## src/rtl/udp_tx_arbiter.sv

```systemverilog
// Shares the network block's single UDP transmit port between discovery, IQ and wideband sources.
// Latency: request/done/error outputs registered one cycle after the deciding sample; rdreq/data are combinational from udp_tx_enable.
// Backpressure: bytes move only on udp_tx_enable; sources hold req until their done pulse, and no grant is issued while any done pulse is out.
module udp_tx_arbiter #(
    parameter int GAP_CYCLES = 12,
    parameter int TIMEOUT    = 4096
) (
    input  logic        tx_clock,
    input  logic        Tx_reset,
    input  logic        run,
    input  logic        disc_req,
    input  logic        iq_req,
    input  logic        sp_req,
    input  logic [10:0] disc_len,
    input  logic [10:0] iq_len,
    input  logic [10:0] sp_len,
    input  logic [7:0]  disc_data,
    input  logic [7:0]  iq_data,
    input  logic [7:0]  sp_data,
    output logic        disc_rdreq,
    output logic        iq_rdreq,
    output logic        sp_rdreq,
    output logic        disc_done,
    output logic        iq_done,
    output logic        sp_done,
    output logic        udp_tx_request,
    output logic [10:0] udp_tx_length,
    output logic [7:0]  udp_tx_data,
    input  logic        udp_tx_enable,
    input  logic        udp_tx_active,
    output logic [1:0]  grant,
    output logic        err_timeout,
    output logic        err_overrun,
    output logic        err_short
);

    localparam int TW = $clog2(TIMEOUT + 1);
    localparam int GW = $clog2(GAP_CYCLES + 1);

    typedef enum logic [1:0] {IDLE, REQ, SEND, GAP} state_t;

    state_t        state_q;
    logic [1:0]    grant_q;
    logic          req_q;
    logic [10:0]   len_q;
    logic [10:0]   cnt_q;
    logic [10:0]   cnt_d;
    logic [TW-1:0] tmo_q;
    logic [GW-1:0] gap_q;
    logic          rr_sp_q;      // 1: IQ won last, wideband takes the next tie
    logic          ovr_seen_q;
    logic [2:0]    done_q;       // {sp, iq, disc}
    logic          err_tmo_q;
    logic          err_ovr_q;
    logic          err_short_q;

    logic [1:0]    win;
    logic [10:0]   win_len;
    logic [7:0]    own_data;
    logic          in_send;
    logic          xfer;
    logic          pad;

    function automatic logic [2:0] src_onehot(input logic [1:0] g);
        case (g)
            2'b01:   return 3'b001;
            2'b10:   return 3'b010;
            2'b11:   return 3'b100;
            default: return 3'b000;
        endcase
    endfunction

    // Arbitration: discovery strict priority, IQ/wideband round-robin and gated by run
    always_comb begin
        win     = 2'b00;
        win_len = 11'd0;
        if (disc_req) begin
            win = 2'b01;
        end else if (run && iq_req && sp_req) begin
            win = rr_sp_q ? 2'b11 : 2'b10;
        end else if (run && iq_req) begin
            win = 2'b10;
        end else if (run && sp_req) begin
            win = 2'b11;
        end
        case (win)
            2'b01:   win_len = disc_len;
            2'b10:   win_len = iq_len;
            2'b11:   win_len = sp_len;
            default: win_len = 11'd0;
        endcase
    end

    // Grant mux for the payload byte of the current owner
    always_comb begin
        own_data = 8'h00;
        case (grant_q)
            2'b01:   own_data = disc_data;
            2'b10:   own_data = iq_data;
            2'b11:   own_data = sp_data;
            default: own_data = 8'h00;
        endcase
    end

    assign in_send     = (state_q == SEND);
    assign xfer        = in_send && udp_tx_enable && (cnt_q < len_q);
    assign pad         = in_send && udp_tx_enable && !(cnt_q < len_q);
    assign cnt_d       = cnt_q + 11'(xfer);

    assign udp_tx_data = xfer ? own_data : 8'h00;
    assign disc_rdreq  = xfer && (grant_q == 2'b01);
    assign iq_rdreq    = xfer && (grant_q == 2'b10);
    assign sp_rdreq    = xfer && (grant_q == 2'b11);

    assign udp_tx_request = req_q;
    assign udp_tx_length  = len_q;
    assign grant          = grant_q;
    assign disc_done      = done_q[0];
    assign iq_done        = done_q[1];
    assign sp_done        = done_q[2];
    assign err_timeout    = err_tmo_q;
    assign err_overrun    = err_ovr_q;
    assign err_short      = err_short_q;

    // Frame sequencer: IDLE -> REQ -> SEND -> GAP, all outputs registered
    always_ff @(posedge tx_clock) begin
        if (Tx_reset) begin
            state_q     <= IDLE;
            grant_q     <= 2'b00;
            req_q       <= 1'b0;
            len_q       <= 11'd0;
            cnt_q       <= 11'd0;
            tmo_q       <= '0;
            gap_q       <= '0;
            rr_sp_q     <= 1'b0;
            ovr_seen_q  <= 1'b0;
            done_q      <= 3'b000;
            err_tmo_q   <= 1'b0;
            err_ovr_q   <= 1'b0;
            err_short_q <= 1'b0;
        end else begin
            done_q      <= 3'b000;
            err_tmo_q   <= 1'b0;
            err_ovr_q   <= 1'b0;
            err_short_q <= 1'b0;
            case (state_q)
                IDLE: begin
                    // a source still sees its own done this cycle, so its req is stale
                    if (win != 2'b00 && done_q == 3'b000) begin
                        if (win == 2'b10) begin
                            rr_sp_q <= 1'b1;
                        end else if (win == 2'b11) begin
                            rr_sp_q <= 1'b0;
                        end
                        if (win_len == 11'd0) begin
                            done_q <= src_onehot(win);
                        end else begin
                            grant_q    <= win;
                            len_q      <= win_len;
                            req_q      <= 1'b1;
                            cnt_q      <= 11'd0;
                            tmo_q      <= TW'(TIMEOUT - 1);
                            ovr_seen_q <= 1'b0;
                            state_q    <= REQ;
                        end
                    end
                end
                REQ: begin
                    if (udp_tx_active) begin
                        req_q   <= 1'b0;
                        state_q <= SEND;
                    end else if (tmo_q == '0) begin
                        req_q     <= 1'b0;
                        err_tmo_q <= 1'b1;
                        done_q    <= src_onehot(grant_q);
                        grant_q   <= 2'b00;
                        gap_q     <= GW'(GAP_CYCLES);
                        state_q   <= GAP;
                    end else begin
                        tmo_q <= tmo_q - 1'b1;
                    end
                end
                SEND: begin
                    cnt_q <= cnt_d;
                    if (pad && !ovr_seen_q) begin
                        ovr_seen_q <= 1'b1;
                        err_ovr_q  <= 1'b1;
                    end
                    if (!udp_tx_active) begin
                        done_q      <= src_onehot(grant_q);
                        err_short_q <= (cnt_d < len_q);
                        grant_q     <= 2'b00;
                        gap_q       <= GW'(GAP_CYCLES);
                        state_q     <= GAP;
                    end
                end
                GAP: begin
                    if (gap_q == '0) begin
                        state_q <= IDLE;
                    end else begin
                        gap_q <= gap_q - 1'b1;
                    end
                end
                default: state_q <= IDLE;
            endcase
        end
    end

endmodule

```

## config.mk

```make
export PLATFORM = sky130hd
export DESIGN_NAME = udp_tx_arbiter
export DESIGN_NICKNAME = d
export VERILOG_FILES = /design/src/rtl/udp_tx_arbiter.sv
export SDC_FILE = /design/constraint.sdc
export NUM_CORES = 1
export LEC_CHECK = 0
export BUFFER_PORTS_ARGS = -buffer_cell sky130_fd_sc_hd__buf_4
export CORE_MARGIN = 10
export CORE_UTILIZATION = 35
export CTS_CLUSTER_SIZE = 14
export DETAILED_ROUTE_END_ITERATION = 10
export PLACE_DENSITY = 0.56
export SLEW_MARGIN = 20
export SYNTH_ARGS = -nofsm -noshare
export SYNTH_HDL_FRONTEND = slang
export SYNTH_SLANG_ARGS = --single-unit
```

## constraint.sdc

```tcl
create_clock -name tx_clock -period 4.1 [get_ports tx_clock]
set_clock_uncertainty 0.1 [all_clocks]
set_input_delay 0.82 -clock tx_clock [delete_from_list [all_inputs] [get_ports tx_clock]]
set_output_delay 0.82 -clock tx_clock [all_outputs]
set_load 0.01 [all_outputs]
```

# After elaboration in Yosys (flattened, before gate mapping)
# Index checks and enable logic that the tools add are counted.
# Widths: inputs -> output; s select.
totals:
  reg_bits: 52
  input_bits: 65
  output_inout_bits: 31
  wordCells: 131
classes:
  addsub: 3
  magnitude_cmp: 2
  eq_ne: 19
  n_mux: 55
  bitwise_logic: 3
  n_reduce_logical: 36
op_table:
  columns: ["op", "count"]
  rows:
  - ["$mux 13", 4]
  - ["$pmux 11 s3", 1]
  - ["$mux 2", 15]
  - ["$pmux 3 s3", 3]
  - ["$pmux 13 s2", 1]
  - ["$pmux 8 s3", 1]
  - ["$lt 11x11->1", 2]
  - ["$mux 11", 2]
  - ["$pmux 11 s2", 1]
  - ["$mux 4", 4]
  - ["$ne 2x2->1 const B", 8]
  - ["$mux 3", 5]
  - ["$reduce_and 5->1", 3]
  - ["$logic_not 13->1", 1]
  - ["$sub 13x1->13 const B", 1]
  - ["$eq 2x2->1 const B", 6]
  - ["$mux 1", 12]
  - ["$pmux 4 s3", 1]
  - ["$add 11x1->11", 1]
  - ["$logic_and 1x1->1", 11]
  - ["$logic_not 11->1", 1]
  - ["$reduce_and 3->1", 3]
  - ["$mux 8", 1]
  - ["$pmux 2 s4", 1]
  - ["17 further kinds", 29]

# Logic depth before layout (Yosys ltp)
depth:
  ltp_word: 11
  mapped_depth: 20
  depth_no_buf: 19

# Worst setup path after synthesis
# OpenSTA, ideal clock, no wires.
synth_timing:
  path_type: "register to register"
  startpoint: "register len_q[1] (netlist: udp_tx_length[1])"
  endpoint: "register err_short_q (netlist: err_short)"
  setup_time_ps: 60
  arrival_time_ps: 3735
  required_time_ps: 3940
  slack_ps: 205
  path_stages_with_launch: 20
  n_path_buf: 1
  period_less_slack_ps: 3895
  cell_sequence: "dfxtp_1 inv_1 ha_1 a21o_1 a21o_1 a21oi_1 o221ai_1 a211o_1 clkbuf_1 inv_1 ha_1 ha_1 nand3_1 inv_1 nand3_1 nor2_1 xor2_1 ha_1 a2111oi_0 o311a_1"
synth_between:
  elab_chain_len: 4
synth_rtl:
  columns: ["item", "line_no", "rtl"]
  rows:
  - ["start, declared", "45", "logic [10:0] len_q;"]
  - ["start signal, assigned", "159", "len_q <= win_len;"]
  - ["$lt 11x11->1", "106", "assign xfer = in_send && udp_tx_enable && (cnt_q < len_q);"]
  - ["$logic_and 1x1->1", "106", null]
  - ["$add 11x1->11", "108", "assign cnt_d = cnt_q + 11'(xfer);"]
  - ["$lt 11x11->1 (*)", "191", "err_short_q <= (cnt_d < len_q);"]
  - ["end signal, assigned", "191", null]
  - ["end, declared", "55", "logic err_short_q;"]
# Every way passes the cells marked *; elsewhere a longest branch is shown, timed or not.
# A chain may end at the register's enable or synchronous reset.

# Worst setup path after layout
# Same ends and word-level chain as after synthesis.

==> impl_summary.txt <==
----------------------------------------------------
[Outcome]
  Status ... completed

[Routing]
  Number of nets with antenna violations after routing ... 0
  Average detailed-routed wire length per instance ... 18.2 microns
  Detailed route wirelength on metal3 ... 749 microns
  Number of violations reported at the end of detailed-routing iteration 0 ... 243
  Routed wire length ... 12,500 microns
  Ratio of routed vias to standard cells ... 5.60
  First-pass DRT Iterations ... 7
  DR WL met2 ... 6270 microns
  Length of routed wiring on met1 ... 5400 microns
  Via Count ... 3,855
  Number of remaining DRC errors ... 0
  Uppermost routed layer ... met4

[Synth]
  Post-synthesis instance total ... 464
  Predominant post-synthesis flop cell ... sky130_fd_sc_hd__dfxtp_1
  Mapped cell area ... 0.00378 sq mm
  Number of flops mapped to enable cells by yosys ... 0
  Number of synthesized register bits ... 52
  Net count after synthesis ... 557
  Async set or reset register ratio after synthesis ... 0%
  Portion of the post-synthesis area used by sequential elements ... 27.6%
  Average cell area after synthesis ... 8.14 sq um
  Yosys warns ... 0
  Number of distinct standard cells referenced by the synthesized netlist ... 64

[Global route]
  Aggregate global routing overflow ... 0
  Number of global-route vias before repair ... 3,919
  Pin count of the biggest net entering global routing ... 45
  Initial antenna violation count ... 0
  Tot GR Track Use ... 15.8%
  Wire length of the first global-routing pass ... 19,800 microns

[Final layout]
  Most frequent cells in the layout ... 109 x sky130_fd_sc_hd__buf_4, 53 x sky130_fd_sc_hd__nor2_1, 52 x sky130_fd_sc_hd__dfxtp_1
  Fill cell total of the finished layout ... 1,058
  Area Growth Syn to Fin ... 26.5%
  Layout net count ... 645
  Fraction of layout cells with a size suffix above 1 ... 26.2%
  Final instance area ... roughly 0.0048 sq mm
  Number of diodes ... 0
  Most common cell after layout, fill and taps aside ... sky130_fd_sc_hd__buf_4

[Place]
  Post-place setup slack ... 0.0500 ns
  Estimated wirelength of the detail-placed design ... 9500 microns
  Buffers on Ports ... between 90 and 100
  Routability-driven placement congestion ratio ... 0.927
  Total placed instance area ... around 0.0046 sq mm

[Clock network]
  Setup Buffers After CTS ... 0
  Insertion delay to the later sink of the worst-skew pair ... between 0.3 and 0.4 ns
  Clock-pin slew on the worst setup and hold paths ... 0.11 ns
  Number of buffers created by CTS ... 5
  Clock tree from TritonCTS ... yes
  Clk sink count ... 52
  Root cell of the clock tree ... sky130_fd_sc_hd__clkbuf_8
  Clock buffer depth ... 2
  H-tree depth ... 2

[Floorplan]
  Die height ... 124 microns
  I/O pins ... 96
  Die area ... 0.0153 sq mm
  Placeable core region ... around 0.010 sq mm
  Std-Cell Rows ... 37
  Width of the die ... ~120 microns
  Starting density of the core ... 36.3%

[STA]
  Worst Hold Margin ... 0.325 ns
  Worst-case setup margin in the final layout ... 0.232 ns
  Slew @ Worst Pin ... 0.735 ns
  Final setup violating endpoints ... 0
  Upper clock frequency limit ... around 260 MHz
  Period utilisation layout ... about 94%
  Number of max-slew violations in the final report ... 0
  Total count of hold-check failures in the final report ... 0
  Post-layout minimum cycle time ... 3.87 ns
  Slew headroom ... 50.6%

[Setup path]
  Startpoint Class ... flip-flop
  Worst Setup Path Type ... reg2reg
  Data arrival time at the worst-slack endpoint ... 4.04 ns
  Required time of the critical path ... between 4 and 5 ns
  Maximum net fanout on the critical path ... 3
  Worst setup EP type ... flip-flop

[Job]
  Max-Cap Viols ... 0

[Power and ir drop]
  Static Leak ... 2.02 nW
  Pwr Density ... 507 mW/mm^2
  IR Drop Worst-Case VDD ... 0.000253 V

[Worst hold path]
  Class of the most critical hold timing path ... reg2reg

----------------------------------------------------
registers in the layout, summed over array words and instances (netlist names):
| name | flops |
|---|---|
| gap_q | 4 |
| udp_tx_request | 1 |
| udp_tx_length | 11 |
| err_short | 1 |
| tmo_q | 13 |
| err_overrun | 1 |
| cnt_q | 11 |
| grant | 2 |
| rr_sp_q | 1 |
| state_q | 2 |
| done_q | 3 |
| err_timeout | 1 |
| ovr_seen_q | 1 |
Yosys cell counts, types with 6 or more instances:
cell type,instances,area share [%]
sky130_fd_sc_hd__nand2_1,25,2.5
sky130_fd_sc_hd__o22ai_1,7,1.2
sky130_fd_sc_hd__buf_6,6,1.8
sky130_fd_sc_hd__nand4_1,6,0.99
sky130_fd_sc_hd__mux2i_1,11,2.9
sky130_fd_sc_hd__xnor2_1,6,1.4
sky130_fd_sc_hd__o21ai_1,7,0.93
sky130_fd_sc_hd__a31oi_1,7,1.2
sky130_fd_sc_hd__nor2_1,54,5.4
sky130_fd_sc_hd__a21oi_1,21,2.8
sky130_fd_sc_hd__a211oi_2,11,3.6
sky130_fd_sc_hd__nor3_1,13,1.7
sky130_fd_sc_hd__dfxtp_1,52,28
sky130_fd_sc_hd__clkbuf_1,19,1.9
sky130_fd_sc_hd__ha_1,28,9.3
sky130_fd_sc_hd__or3_1,6,0.99
sky130_fd_sc_hd__and3_1,6,0.99
sky130_fd_sc_hd__a21o_1,9,1.8
sky130_fd_sc_hd__inv_1,35,3.5
sky130_fd_sc_hd__nand3_1,21,2.8
sky130_fd_sc_hd__o21ai_0,8,1.1
sky130_fd_sc_hd__o211ai_1,9,1.8
sky130_fd_sc_hd__a222oi_1,6,1.6
path summary, 6_finish.rpt:
kind,start,endpoint,slack (ns),cells after the start
min,ovr_seen_q,err_overrun,0.33,1
min reg2reg,ovr_seen_q,err_overrun,0.33,1
max reg2reg,udp_tx_length[1],err_short,0.23,17
max,udp_tx_length[1],err_short,0.23,17
what timing repair did:
item | CTS | global route
gates resized for setup | 1 | 8
pin swaps | 0 | 4
hold endpoints to repair | 0 | 0
hold buffers | 0 | 0
endpoints found under the setup margin | 1 | 1
per-stage QoR:
stage	setup TNS (ns)	power (mW)	instances	utilization (%)
2_1_floorplan	0	1.65	464	-
3_3_place_gp	0	2.03	681	44.4
3_5_place_dp	0	2.05	681	44.4
4_1_cts	0	2.43	689	45.5
5_1_grt	-0.00478	2.63	689	45.8
6_report	0	2.42	689	45.8
where the power goes:
part           switching, mW  internal [mW]  total, mW
sequential             0.112          0.620      0.732
combinational          0.782          0.535       1.32
clock                  0.194          0.181      0.375
total                   1.09           1.34       2.42
routing by layer:
metal / global-route usage, % / up-vias
met3: 2.81 / 12
met5: 0 / -
met2: 28.0 / 106
li1: - / 1903
met4: 3.57 / 0
met1: 19.6 / 1834
critical path, stage by stage, from the launching register on:
cell                        delay [ns]
sky130_fd_sc_hd__dfxtp_1          0.36
sky130_fd_sc_hd__inv_1            0.09
sky130_fd_sc_hd__ha_1             0.29
sky130_fd_sc_hd__a21o_1           0.15
sky130_fd_sc_hd__a21o_1           0.18
sky130_fd_sc_hd__a21oi_2          0.14
sky130_fd_sc_hd__o221ai_1         0.16
sky130_fd_sc_hd__a211o_1          0.31
sky130_fd_sc_hd__inv_1            0.07
sky130_fd_sc_hd__ha_1             0.18
sky130_fd_sc_hd__nand3_1          0.12
sky130_fd_sc_hd__nor2_1           0.19
sky130_fd_sc_hd__nand3_1          0.12
sky130_fd_sc_hd__xnor2_1          0.28
sky130_fd_sc_hd__ha_1             0.31
sky130_fd_sc_hd__a21o_1           0.22
sky130_fd_sc_hd__a2111oi_4        0.34
sky130_fd_sc_hd__o311a_1          0.21
cells by family after synthesis:
| group | share of synthesized area, % |
|---|---|
| compound gates | 30.3 |
| simple gates | 19.5 |
| xor+xnor | 2.09 |
| mux | 3.51 |
| flops | 27.6 |
| buf+inv | 7.75 |
| fa+ha+maj | 9.28 |
final cells by class:
cell class	count	area [sq um]	share of cell area [%]
tap	136	170	3.56
clock buffer	5	68.8	1.44
multi-input combinational	347	2480	51.9
inverter	36	135	2.83
timing repair buffer	110	838	17.6
clock inverter	3	42.5	0.891
sequential	52	1040	21.8
Power figures use the tool's default switching activity.
